[config.mk]
export PLATFORM = sky130hd
export DESIGN_NAME = draw_rect
export DESIGN_NICKNAME = d
export VERILOG_FILES = /design/src/rtl/draw_rect.sv
export SDC_FILE = /design/constraint.sdc
export NUM_CORES = 1
export LEC_CHECK = 0
export BUFFER_PORTS_ARGS = -buffer_cell sky130_fd_sc_hd__buf_2
export CAP_MARGIN = 20
export CORE_MARGIN = 1
export CORE_UTILIZATION = 55
export CTS_BUF_LIST = sky130_fd_sc_hd__clkbuf_2
export DETAILED_ROUTE_END_ITERATION = 16
export PLACE_DENSITY = 0.82
export RECOVER_POWER = 50
export SKIP_LAST_GASP = 1
export SYNTH_ARGS = -nofsm -noshare
export SYNTH_HDL_FRONTEND = slang
export SYNTH_SLANG_ARGS = --single-unit
[constraint.sdc]
create_clock -name pclk -period 4.7 [get_ports pclk]
set_input_delay 0.235 -clock pclk [delete_from_list [all_inputs] [get_ports pclk]]
set_output_delay 0.235 -clock pclk [all_outputs]
set_load 0.02 [all_outputs]
[src/rtl/draw_rect.sv]
// Rectangle overlay stage: latches position on vsync rise, composites a solid
// rectangle over rgb_in with a fixed 2-cycle latency. Optional border: DRAW_RECT_BORDER_EN.
module draw_rect #(
    parameter int          RECT_W       = 48,
    parameter int          RECT_H       = 64,
    parameter logic [11:0] RECT_COLOR   = 12'hF80,
    parameter logic [11:0] BORDER_COLOR = 12'hFFF,
    parameter int          H_ACTIVE     = 800,
    parameter int          V_ACTIVE     = 600
) (
    input  logic        pclk,
    input  logic        rst,
    input  logic [11:0] hcount_in,
    input  logic [11:0] vcount_in,
    input  logic        hsync_in,
    input  logic        vsync_in,
    input  logic        hblnk_in,
    input  logic        vblnk_in,
    input  logic [11:0] rgb_in,
    input  logic [11:0] xpos,
    input  logic [11:0] ypos,
    output logic [11:0] hcount_out,
    output logic [11:0] vcount_out,
    output logic        hs_out,
    output logic        vs_out,
    output logic        blank_out,
    output logic [11:0] rgb_out
);
    localparam logic [11:0] X_MAX = 12'(H_ACTIVE - RECT_W);
    localparam logic [11:0] Y_MAX = 12'(V_ACTIVE - RECT_H);
    localparam logic [12:0] W13   = 13'(RECT_W);
    localparam logic [12:0] H13   = 13'(RECT_H);

    logic        vs_prev_q, armed_q;
    logic [11:0] x_lat_q, y_lat_q;
    logic        vs_rise;

    // armed_q blocks a false edge when vsync is already high as reset releases
    assign vs_rise = vsync_in & ~vs_prev_q & armed_q;

    always_ff @(posedge pclk or posedge rst) begin
        if (rst) begin
            vs_prev_q <= 1'b0;
            armed_q   <= 1'b0;
            x_lat_q   <= '0;
            y_lat_q   <= '0;
        end else begin
            vs_prev_q <= vsync_in;
            armed_q   <= armed_q | ~vsync_in;
            if (vs_rise) begin
                x_lat_q <= (xpos > X_MAX) ? X_MAX : xpos;
                y_lat_q <= (ypos > Y_MAX) ? Y_MAX : ypos;
            end
        end
    end

    logic [12:0] x_end, y_end;
    logic        in_h, in_v, inside_d;
    assign x_end    = {1'b0, x_lat_q} + W13;
    assign y_end    = {1'b0, y_lat_q} + H13;
    assign in_h     = (hcount_in >= x_lat_q) && ({1'b0, hcount_in} < x_end);
    assign in_v     = (vcount_in >= y_lat_q) && ({1'b0, vcount_in} < y_end);
    assign inside_d = in_h && in_v;

    logic [11:0] hcount_q, vcount_q, rgb_q;
    logic        hs_q, vs_q, blank_q, inside_q;
`ifdef DRAW_RECT_BORDER_EN
    logic border_d, border_q;
    assign border_d = inside_d &&
        ((hcount_in == x_lat_q) || ({1'b0, hcount_in} == x_end - 13'd1) ||
         (vcount_in == y_lat_q) || ({1'b0, vcount_in} == y_end - 13'd1));
`endif

    always_ff @(posedge pclk or posedge rst) begin
        if (rst) begin
            hcount_q <= '0;
            vcount_q <= '0;
            hs_q     <= 1'b0;
            vs_q     <= 1'b0;
            blank_q  <= 1'b0;
            rgb_q    <= '0;
            inside_q <= 1'b0;
`ifdef DRAW_RECT_BORDER_EN
            border_q <= 1'b0;
`endif
        end else begin
            hcount_q <= hcount_in;
            vcount_q <= vcount_in;
            hs_q     <= hsync_in;
            vs_q     <= vsync_in;
            blank_q  <= hblnk_in | vblnk_in;
            rgb_q    <= rgb_in;
            inside_q <= inside_d;
`ifdef DRAW_RECT_BORDER_EN
            border_q <= border_d;
`endif
        end
    end

    logic [11:0] fill_c;
`ifdef DRAW_RECT_BORDER_EN
    assign fill_c = border_q ? BORDER_COLOR : RECT_COLOR;
`else
    assign fill_c = RECT_COLOR;
`endif

    always_ff @(posedge pclk or posedge rst) begin
        if (rst) begin
            hcount_out <= '0;
            vcount_out <= '0;
            hs_out     <= 1'b0;
            vs_out     <= 1'b0;
            blank_out  <= 1'b0;
            rgb_out    <= '0;
        end else begin
            hcount_out <= hcount_q;
            vcount_out <= vcount_q;
            hs_out     <= hs_q;
            vs_out     <= vs_q;
            blank_out  <= blank_q;
            if (blank_q)       rgb_out <= 12'h000;
            else if (inside_q) rgb_out <= fill_c;
            else               rgb_out <= rgb_q;
        end
    end
endmodule

# ---- After elaboration in Yosys (flattened, before gate mapping)
# Index checks and enable logic that the tools add are counted.
# Widths: inputs -> output; s select.
dict set report classes {
  n_addsub 2
  order_cmp 6
  mux 4
  bitwise_logic 6
  n_reduce_logical 3
}
# operator count
set op_table {}
lappend op_table {{$mux 12} 4}
lappend op_table {{$lt 12x13->1} 2}
lappend op_table {{$ge 12x12->1} 2}
lappend op_table {{$gt 12x10->1 const B} 2}
lappend op_table {{$add 12x6->13 const B} 1}
lappend op_table {{$add 12x7->13 const B} 1}
lappend op_table {{$logic_and 1x1->1} 3}
lappend op_table {{$and 1x1->1} 2}
lappend op_table {{$not 1->1} 2}
lappend op_table {{$or 1x1->1} 2}
dict set report totals {
  regBits 104
  input_bits 66
  output_inout_bits 39
}

# ---- Longest topological paths before layout
# Gate-level depths: netlist of run 1.
dict set report depth {
  depth_word 4
  ltp_mapped 10
  mapped_depth_nobuf 10
}

# ---- Least setup slack after synthesis of run 1
# No wires, ideal clock.
dict set report synth_path {
  kind {register to register}
  start {reg x_lat_q[4]}
  end {reg inside_q}
  setup_time_ns 0.096
  arrival_time_ns 2.102
  required_ns 4.604
  path_slack_ns 2.502
  path_stages_with_launch 11
  n_path_buf 0
  path_cell_list {dfrtp_1 > inv_1 > ha_1 > or3_4 > nor2_1 > xnor2_1 > ha_1 > a21o_1 > a21oi_1 > o211ai_2 > nor4_2}
}
dict set report synth_via {
  elab_chain_cells 4
  elab_cells_between_ends 5
  cone_classes {add/sub: 1; order compare: 2; reduce/logical: 2}
}
# element line
set synth_rtl {}
lappend synth_rtl {{start, declared} 35} ;# logic [11:0] x_lat_q, y_lat_q;
lappend synth_rtl {{start signal, assigned} 51} ;# x_lat_q <= (xpos > X_MAX) ? X_MAX : xpos;
lappend synth_rtl {{$add 12x6->13} 59} ;# assign x_end = {1'b0, x_lat_q} + W13;
lappend synth_rtl {{$lt 12x13->1} 61} ;# assign in_h = (hcount_in >= x_lat_q) && ({1'b0, hcount_in} < x_end);
lappend synth_rtl {{$logic_and 1x1->1 (*)} 61}
lappend synth_rtl {{$logic_and 1x1->1 (*)} 63} ;# assign inside_d = in_h && in_v;
lappend synth_rtl {{net inside_d} 58} ;# logic in_h, in_v, inside_d;
lappend synth_rtl {{end signal, assigned} 93} ;# inside_q <= inside_d;
lappend synth_rtl {{end, declared} 66} ;# logic hs_q, vs_q, blank_q, inside_q;
# The timed path passes the listed nets; every way through them passes the cells marked *.
# A chain may end at the register's enable or synchronous reset.

# ---- Worst setup path after layout of run 1
# Ends and elaborated chain as after synthesis.

==> metrics.cfg, run 1 <==
[final_layout]
syn2layout_area_growth_pct = 34.2
layout_common_cells = dfrtp_1, buf_2, dlygate4sd3_1
antenna_cells = 0
layout_commonest_cell = dfrtp_1
fillers = 497
final_util_pct = 76.4
nets = 629
drive_above_1_share_pct = 18.6

[synth]
syn_inst = 340
synth_edf_count = 0
yosys.area.top_type = dfrtp_1
syn_area_sq_mm = 0.00415
yosys.area.top_type_share_pct = 62.7
postSynthNetCount = 446
syn_area_per_cell_sq_um = 12.2
yosysWarnings = 0
synthArstFlopShare_pct = 100
yosysSeqAreaShare_pct = 62.7
synth_area_leaders = dfrtp_1, ha_1, a21oi_1
synth_top_flop_cell = dfrtp_1
synth-seq-cells = 104
yosysUniqueCellTypes = 37

[timing]
max_freq_ghz = 0.410
min_period_over_period_pct = 51.9
min_period_ns = 2.44
tns_ns = 0
hold_viol_final = 1
slew_viol_final = 56
setup_viol = 0
rsz0062_at_grt = false
setup_ws_ns = 2.26
tightest_slew_ns = 2.30
relSlewSlack_pct = -54.0
holdWs_ns = -0.00829
clock-skew-final_ns = 0.0259

[floorplan]
initial_core_util_pct = 56.9
die_width_um = 88.9
die-area_sq_mm = 0.00790
die_h_um = 88.9
ios = 105
num_rows = 31
core_sq_mm = 0.00729

[cts]
clock_sinks = 104
cts_max_level = 3
clockRootBuffer = clkbuf_2
clk_pin_slew_ns = 0.27
hold_buffers = 69
post_cts_resize_count = 0
clkLatencyLatePin_ns = 0.59
cts_buffer_depth = 2
post-cts-setup-buffer-count = 0
cts_buffers = 9
cts_tree = built

[placed_design]
gp_congestion = 0.885
hpwl_mm = 5.92
port_buffers = 104
dp_slack_ns = 2.28

[grt]
grt_pass1_vias = 3187
antenna_found_initial = 0
grt_pass1_wl_mm = 14.8
grt_max_degree = 56
grt_usage_pct = 25.6
overflow = 0

[setup_path]
r2r-end = inside_q
r2r_start = x_lat_q[4]
critPathKind = reg -> reg
crit_path_end = inside_q
r2r_slack_ns = 2.26
cp.required_ns = 5.22
end_kind = flop
startpoint_type = flop
reg2regPathDepth = 10
crit_path_start = x_lat_q[4]
critPathArrivalTime_ns = 2.96
path_max_fanout = 3

[routing]
num_vias = 3190
detail_route.vias_per_cell = 5.09
final_antenna_net_count = 0
drt-wirelength-per-cell_um = 15.0
dr.pass1.iters = 4
drt_iter0_drc = 83
drc = 0
wl_mm = 9.38

[pwr]
ir_worst_vdd_v = 0.000135
p_leak_nw = 2.64
finalPower_w = 0.00163
p_per_area_mw_per_mm2 = 293

[flow_run]
maxCapViolCount = 1

[min_path]
hold_path_class = in -> reg

[run_status]
violations = hold timing, capacitance limit, slew limit
outcome = complete, but fails checks

[critical path, stage by stage (launching register included)]
cell      delay, ns
dfrtp_1        0.44
inv_1          0.09
ha_1           0.23
or3_4          0.37
nor2_1         0.15
xnor2_1        0.15
ha_1           0.27
a21o_1         0.18
a21oi_1        0.17
o211ai_2       0.10
nor4_2         0.24
[metrics by stage]
step | instance area [sq um] | std cells
3_5_place_dp | 4790 | 541
5_1_grt | 5570 | 627
6_report | 5570 | 627
4_1_cts | 5600 | 626
2_1_floorplan | 4150 | 340
3_3_place_gp | 4790 | 541
[layer usage]
layer / GRT usage (%) / vias to the layer above / share of wire, %
li1: - / 1521 / -
met1: 31.0 / 1552 / 41
met2: 45.2 / 101 / 52
met3: 5.69 / 16 / 4.9
met4: 8.94 / 0 / 2.0
met5: 0 / - / 0
[power breakdown]
group / total (W) / internal [W] / switching, W
clock network: 0.000419 / 0.000124 / 0.000295
logic: 0.000257 / 0.000115 / 0.000142
registers: 0.000955 / 0.000940 / 0.0000156
[final cells by class]
type / instances / area (sq um) / area share (%)
Clock inverter: 7 / 70.1 / 1.26
Clock buffer: 9 / 45.0 / 0.808
Timing Repair Buffer: 175 / 1190 / 21.4
Sequential cell: 104 / 2600 / 46.7
Inverter: 30 / 114 / 2.04
Multi-Input combinational cell: 203 / 1430 / 25.6
Tap cell: 99 / 124 / 2.22
[worst min-delay path by stage]
stage / cells past startpoint / end / slack (ns) / startpoint
final: 3 / y_lat_q[3] / -0.008 / ypos[10]
after global placement: 0 / hcount_out[8] / 0.33 / hcount_q[8]
after global routing: 3 / y_lat_q[3] / 0.0005 / ypos[10]
after CTS: 3 / y_lat_q[4] / 0.02 / ypos[11]
after detailed placement: 0 / hcount_out[3] / 0.33 / hcount_q[3]
after floorplan: 0 / hcount_q[0] / 0.27 / hcount_in[0]
[logic make-up (layout without fill, tap and decap cells)]
logic type                 count (synthesis)  count (layout)  synth area share [%]
buffers and inverters                     33             221                  2.98
xor gates and xnor gates                  10              10                  2.11
adders and majority gates                 40              40                  12.1
DFF                                      104             104                  62.7
and+or+nand+nor                           91              91                  11.0
AOI/OAI and AO/OA                         62              62                  9.19
[cell usage after synthesis (all sizes together), types with 2 or more instances]
library cell / count
dfrtp: 104
ha: 40
inv: 30
nor2: 27
a21oi: 25
nand2: 25
o21ai: 20
xnor2: 9
and2: 8
nand3: 7
nor4: 6
a211oi: 5
nand4: 4
clkbuf: 3
nor2b: 3
nor3: 3
a21o: 2
a22o: 2
a22oi: 2
nand2b: 2
o211ai: 2
or2: 2
or3: 2
[sequential cells by signal, summed over array words and instances (netlist names)]
| register | flops |
|---|---|
| armed_q | 1 |
| blank_out | 1 |
| blank_q | 1 |
| hcount_out | 12 |
| hcount_q | 12 |
| hs_out | 1 |
| hs_q | 1 |
| inside_q | 1 |
| rgb_out | 12 |
| rgb_q | 12 |
| vcount_out | 12 |
| vcount_q | 12 |
| vs_out | 1 |
| vs_q | 1 |
| x_lat_q | 12 |
| y_lat_q | 12 |
(Power assumes the default switching activity.)
==> run 2, diff against run 1 <==
--- a/config.mk
+++ b/config.mk
@@ -5,13 +5,14 @@
 export SDC_FILE = /design/constraint.sdc
 export NUM_CORES = 1
 export LEC_CHECK = 0
+export ABC_AREA = 1
 export BUFFER_PORTS_ARGS = -buffer_cell sky130_fd_sc_hd__buf_2
 export CAP_MARGIN = 20
 export CORE_MARGIN = 1
 export CORE_UTILIZATION = 55
 export CTS_BUF_LIST = sky130_fd_sc_hd__clkbuf_2
 export DETAILED_ROUTE_END_ITERATION = 16
-export PLACE_DENSITY = 0.82
+export PLACE_DENSITY = 0.81
 export RECOVER_POWER = 50
 export SKIP_LAST_GASP = 1
 export SYNTH_ARGS = -nofsm -noshare
==> constraint.sdc (replaced) <==
create_clock -name pclk -period 2.46 [get_ports pclk]
set_input_delay 0.123 -clock pclk [delete_from_list [all_inputs] [get_ports pclk]]
set_output_delay 0.123 -clock pclk [all_outputs]
set_load 0.02 [all_outputs]
==> metrics.cfg, run 2 <==
[run_status]
outcome = finished clean

[timing]
tightest_slew_ns = 1.37  ; -0.926 ns
clock-skew-final_ns = 0.0237  ; -0.00215 ns
relSlewSlack_pct = 8.64  ; +63 points
max_freq_ghz = 0.429
hold_viol_final = 0  ; -1
rsz0062_at_grt = false
slew_viol_final = 0  ; -100%
min_period_ns = 2.33
setup_ws_ns = 0.130  ; -2.13 ns
tns_ns = 0  ; unchanged
min_period_over_period_pct = 94.7
setup_viol = 0  ; unchanged

[placed_design]
gp_congestion = 0.792  ; -10%
port_buffers = 104  ; unchanged
place_area_sq_mm = 0.00514  ; +7.2%
dp_slack_ns = 0.375  ; -1.90 ns
hpwl_mm = 6.25  ; +5.5%

[setup_path]
startpoint_type = input port
crit_path_start = ypos[8]
path_max_fanout = 5  ; +2
critPathArrivalTime_ns = 2.84  ; -0.12 ns
cp_slowest_cell = dlygate4sd3_1
r2r_start = x_lat_q[4]
critPathKind = in -> reg
crit_chain = dlygate4sd3_1 > buf_2 > nor3_1 > nand3_1 > a21oi_2 > dlygate4sd3_1 > nand2_1 > dlygate4sd3_1 > o21ai_1
critical_path.most_common_cell = dlygate4sd3_1
slowest_delay_ns = 0.65  ; +0.21 ns
end_kind = flop
cp.required_ns = 2.97  ; -2.25 ns

[cts]
cts_buffers = 9  ; unchanged
cts_tree = built
cts_max_level = 3  ; unchanged
clockRootBuffer = clkbuf_2
clock_sinks = 104  ; unchanged
cts_buffer_depth = 2  ; unchanged
clk_pin_slew_ns = 0.27  ; about the same
clkLatencyLatePin_ns = 0.54  ; -0.05 ns

[routing]
detail_route.vias_per_cell = 4.79  ; -5.8%
drc = 0  ; unchanged
final_antenna_net_count = 0  ; unchanged
wl_mm = 9.92  ; +5.8%
drt-wirelength-per-cell_um = 13.2  ; -12%
drt_iter0_drc = 98  ; +18%
dr.pass1.iters = 4  ; unchanged
num_vias = 3594  ; +13%

[synth]
synth_edf_count = 0  ; unchanged
yosys.area.top_type_share_pct = 58.0  ; -4.7 points
yosysUniqueCellTypes = 31  ; -16%
synth_area_leaders = dfrtp_1, ha_1, nand2_1
yosysWarnings = 0  ; unchanged
syn_area_sq_mm = 0.00448  ; +8.0%
synth_common_cells = dfrtp_1, nand2_1, inv_1
yosysSeqAreaShare_pct = 58.0  ; -4.7 points
postSynthNetCount = 564  ; +26%
syn_inst = 458  ; +35%
synthArstFlopShare_pct = 100  ; unchanged
synth-seq-cells = 104  ; unchanged
syn_area_per_cell_sq_um = 9.79  ; -20%
synth.most_common_cell = dfrtp_1
yosys.area.top_type = dfrtp_1
synth_top_flop_cell = dfrtp_1

[floorplan]
num_rows = 32  ; +3.2%
initial_core_util_pct = 57.4  ; +0.50 points
die-area_sq_mm = 0.00852  ; +7.8%
die_width_um = 92.3  ; +3.8%
core_sq_mm = 0.00781  ; +7.1%
die_h_um = 92.3  ; +3.8%
ios = 105  ; unchanged

[grt]
antenna_found_initial = 0  ; unchanged
overflow = 0  ; unchanged
grt_usage_pct = 25.5  ; -0.16 points
grt_max_degree = 105  ; +88%
grt_pass1_vias = 3824  ; +20%
grt_pass1_wl_mm = 16.8  ; +14%

[final_layout]
drive_above_1_share_pct = 17.4  ; -1.1 points
nets = 749  ; +19%
fillers = 533  ; +7.2%
antenna_cells = 0  ; unchanged
syn2layout_area_growth_pct = 32.3
final_cell_area_sq_mm = 0.00593  ; +6.5%
layout_common_cells = dfrtp_1, nand2_1, buf_2
layout_commonest_cell = dfrtp_1

[pwr]
p_leak_nw = 3.07  ; +16%
ir_worst_vdd_v = 0.000318  ; +130%
finalPower_w = 0.00316  ; +94%
p_per_area_mw_per_mm2 = 532  ; +82%

[flow_run]
maxCapViolCount = 0  ; -1

[min_path]
hold_path_class = in -> reg
min_from = xpos[10]

-- run 2: cell types whose count changed after synthesis, moves of 8 or more --
cell,delta
and2_1,-8
xnor2_1,-8
nor2_1,+36
nand3_1,+14
nand2_1,+67
o21ai_0,-16
a21oi_1,-8
o21ai_1,+10
inv_1,+37
-- run 2: timing repair --
| action | in CTS | in global routing |
|---|---|---|
| hold buffers | 71 | 0 |
| hold endpoints to repair | 164 | 0 |
| resized for setup | 0 | 0 |
| endpoints found under the setup margin | 0 | 1 |
| buffers inserted | 0 | 2 |
-- run 2: critical path: cells and delay by family --
kind	cells	cell delay (ns)
buf+inv	4	1.88
simple gates	3	0.49
compound gates	2	0.34
-- run 2: path summary, 6_finish.rpt --
kind,endpoint,slack (ns),cells after the start
max reg2reg,inside_q,0.31,12
min,x_lat_q[3],0.04,6
min reg2reg,hcount_out[11],0.37,0
max,y_lat_q[2],0.13,9
min in group asynchronous,hs_q,0.57,4
max in group asynchronous,vcount_out[6],1.01,4
-- run 2: routing by layer --
metal	part of all wire (%)	up-vias	track usage (%)	wire length (um)
li1	-	1794	-	-
met1	42	1675	30.6	4200
met2	52	109	46.1	5120
met3	4.5	16	5.09	444
met4	1.6	0	7.81	157
met5	0	-	0	0
-- run 2: report_power, final --
group / switching [W] / internal (W)
sequential: 0.0000353 / 0.00180
clock: 0.000543 / 0.000235
combinational: 0.000309 / 0.000242
-- run 2: metrics by stage --
stage	instances	util, %	hold WS, ns
after CTS	748	76.4	0.00274
after global placement	661	65.8	0.231
after floorplan	458	-	0.154
final	750	76.0	0.0434
after detailed placement	661	65.8	0.235
after global routing	750	76.0	0.0398
-- run 2: cells by family (layout without fill, tap and decap cells) --
| family | Yosys count | in the layout | share of synthesized area (%) |
|---|---|---|---|
| and+or+nand+nor | 194 | 194 | 18.5 |
| adders and majority gates | 40 | 40 | 11.2 |
| AOI/OAI and AO/OA | 36 | 36 | 4.30 |
| DFF | 104 | 104 | 58.0 |
| xor gates and xnor gates | 8 | 8 | 1.56 |
| buffers and inverters | 76 | 266 | 6.47 |
-- run 2: cell type report --
class	count	area, sq um	share of cell area, %
well taps	102	128	2.15
clock buffers	9	45.0	0.759
inverters	71	270	4.55
multi-input cells	278	1590	26.8
clock inverters	7	70.1	1.18
flip-flops and latches	104	2600	43.9
repair buffers	179	1230	20.7
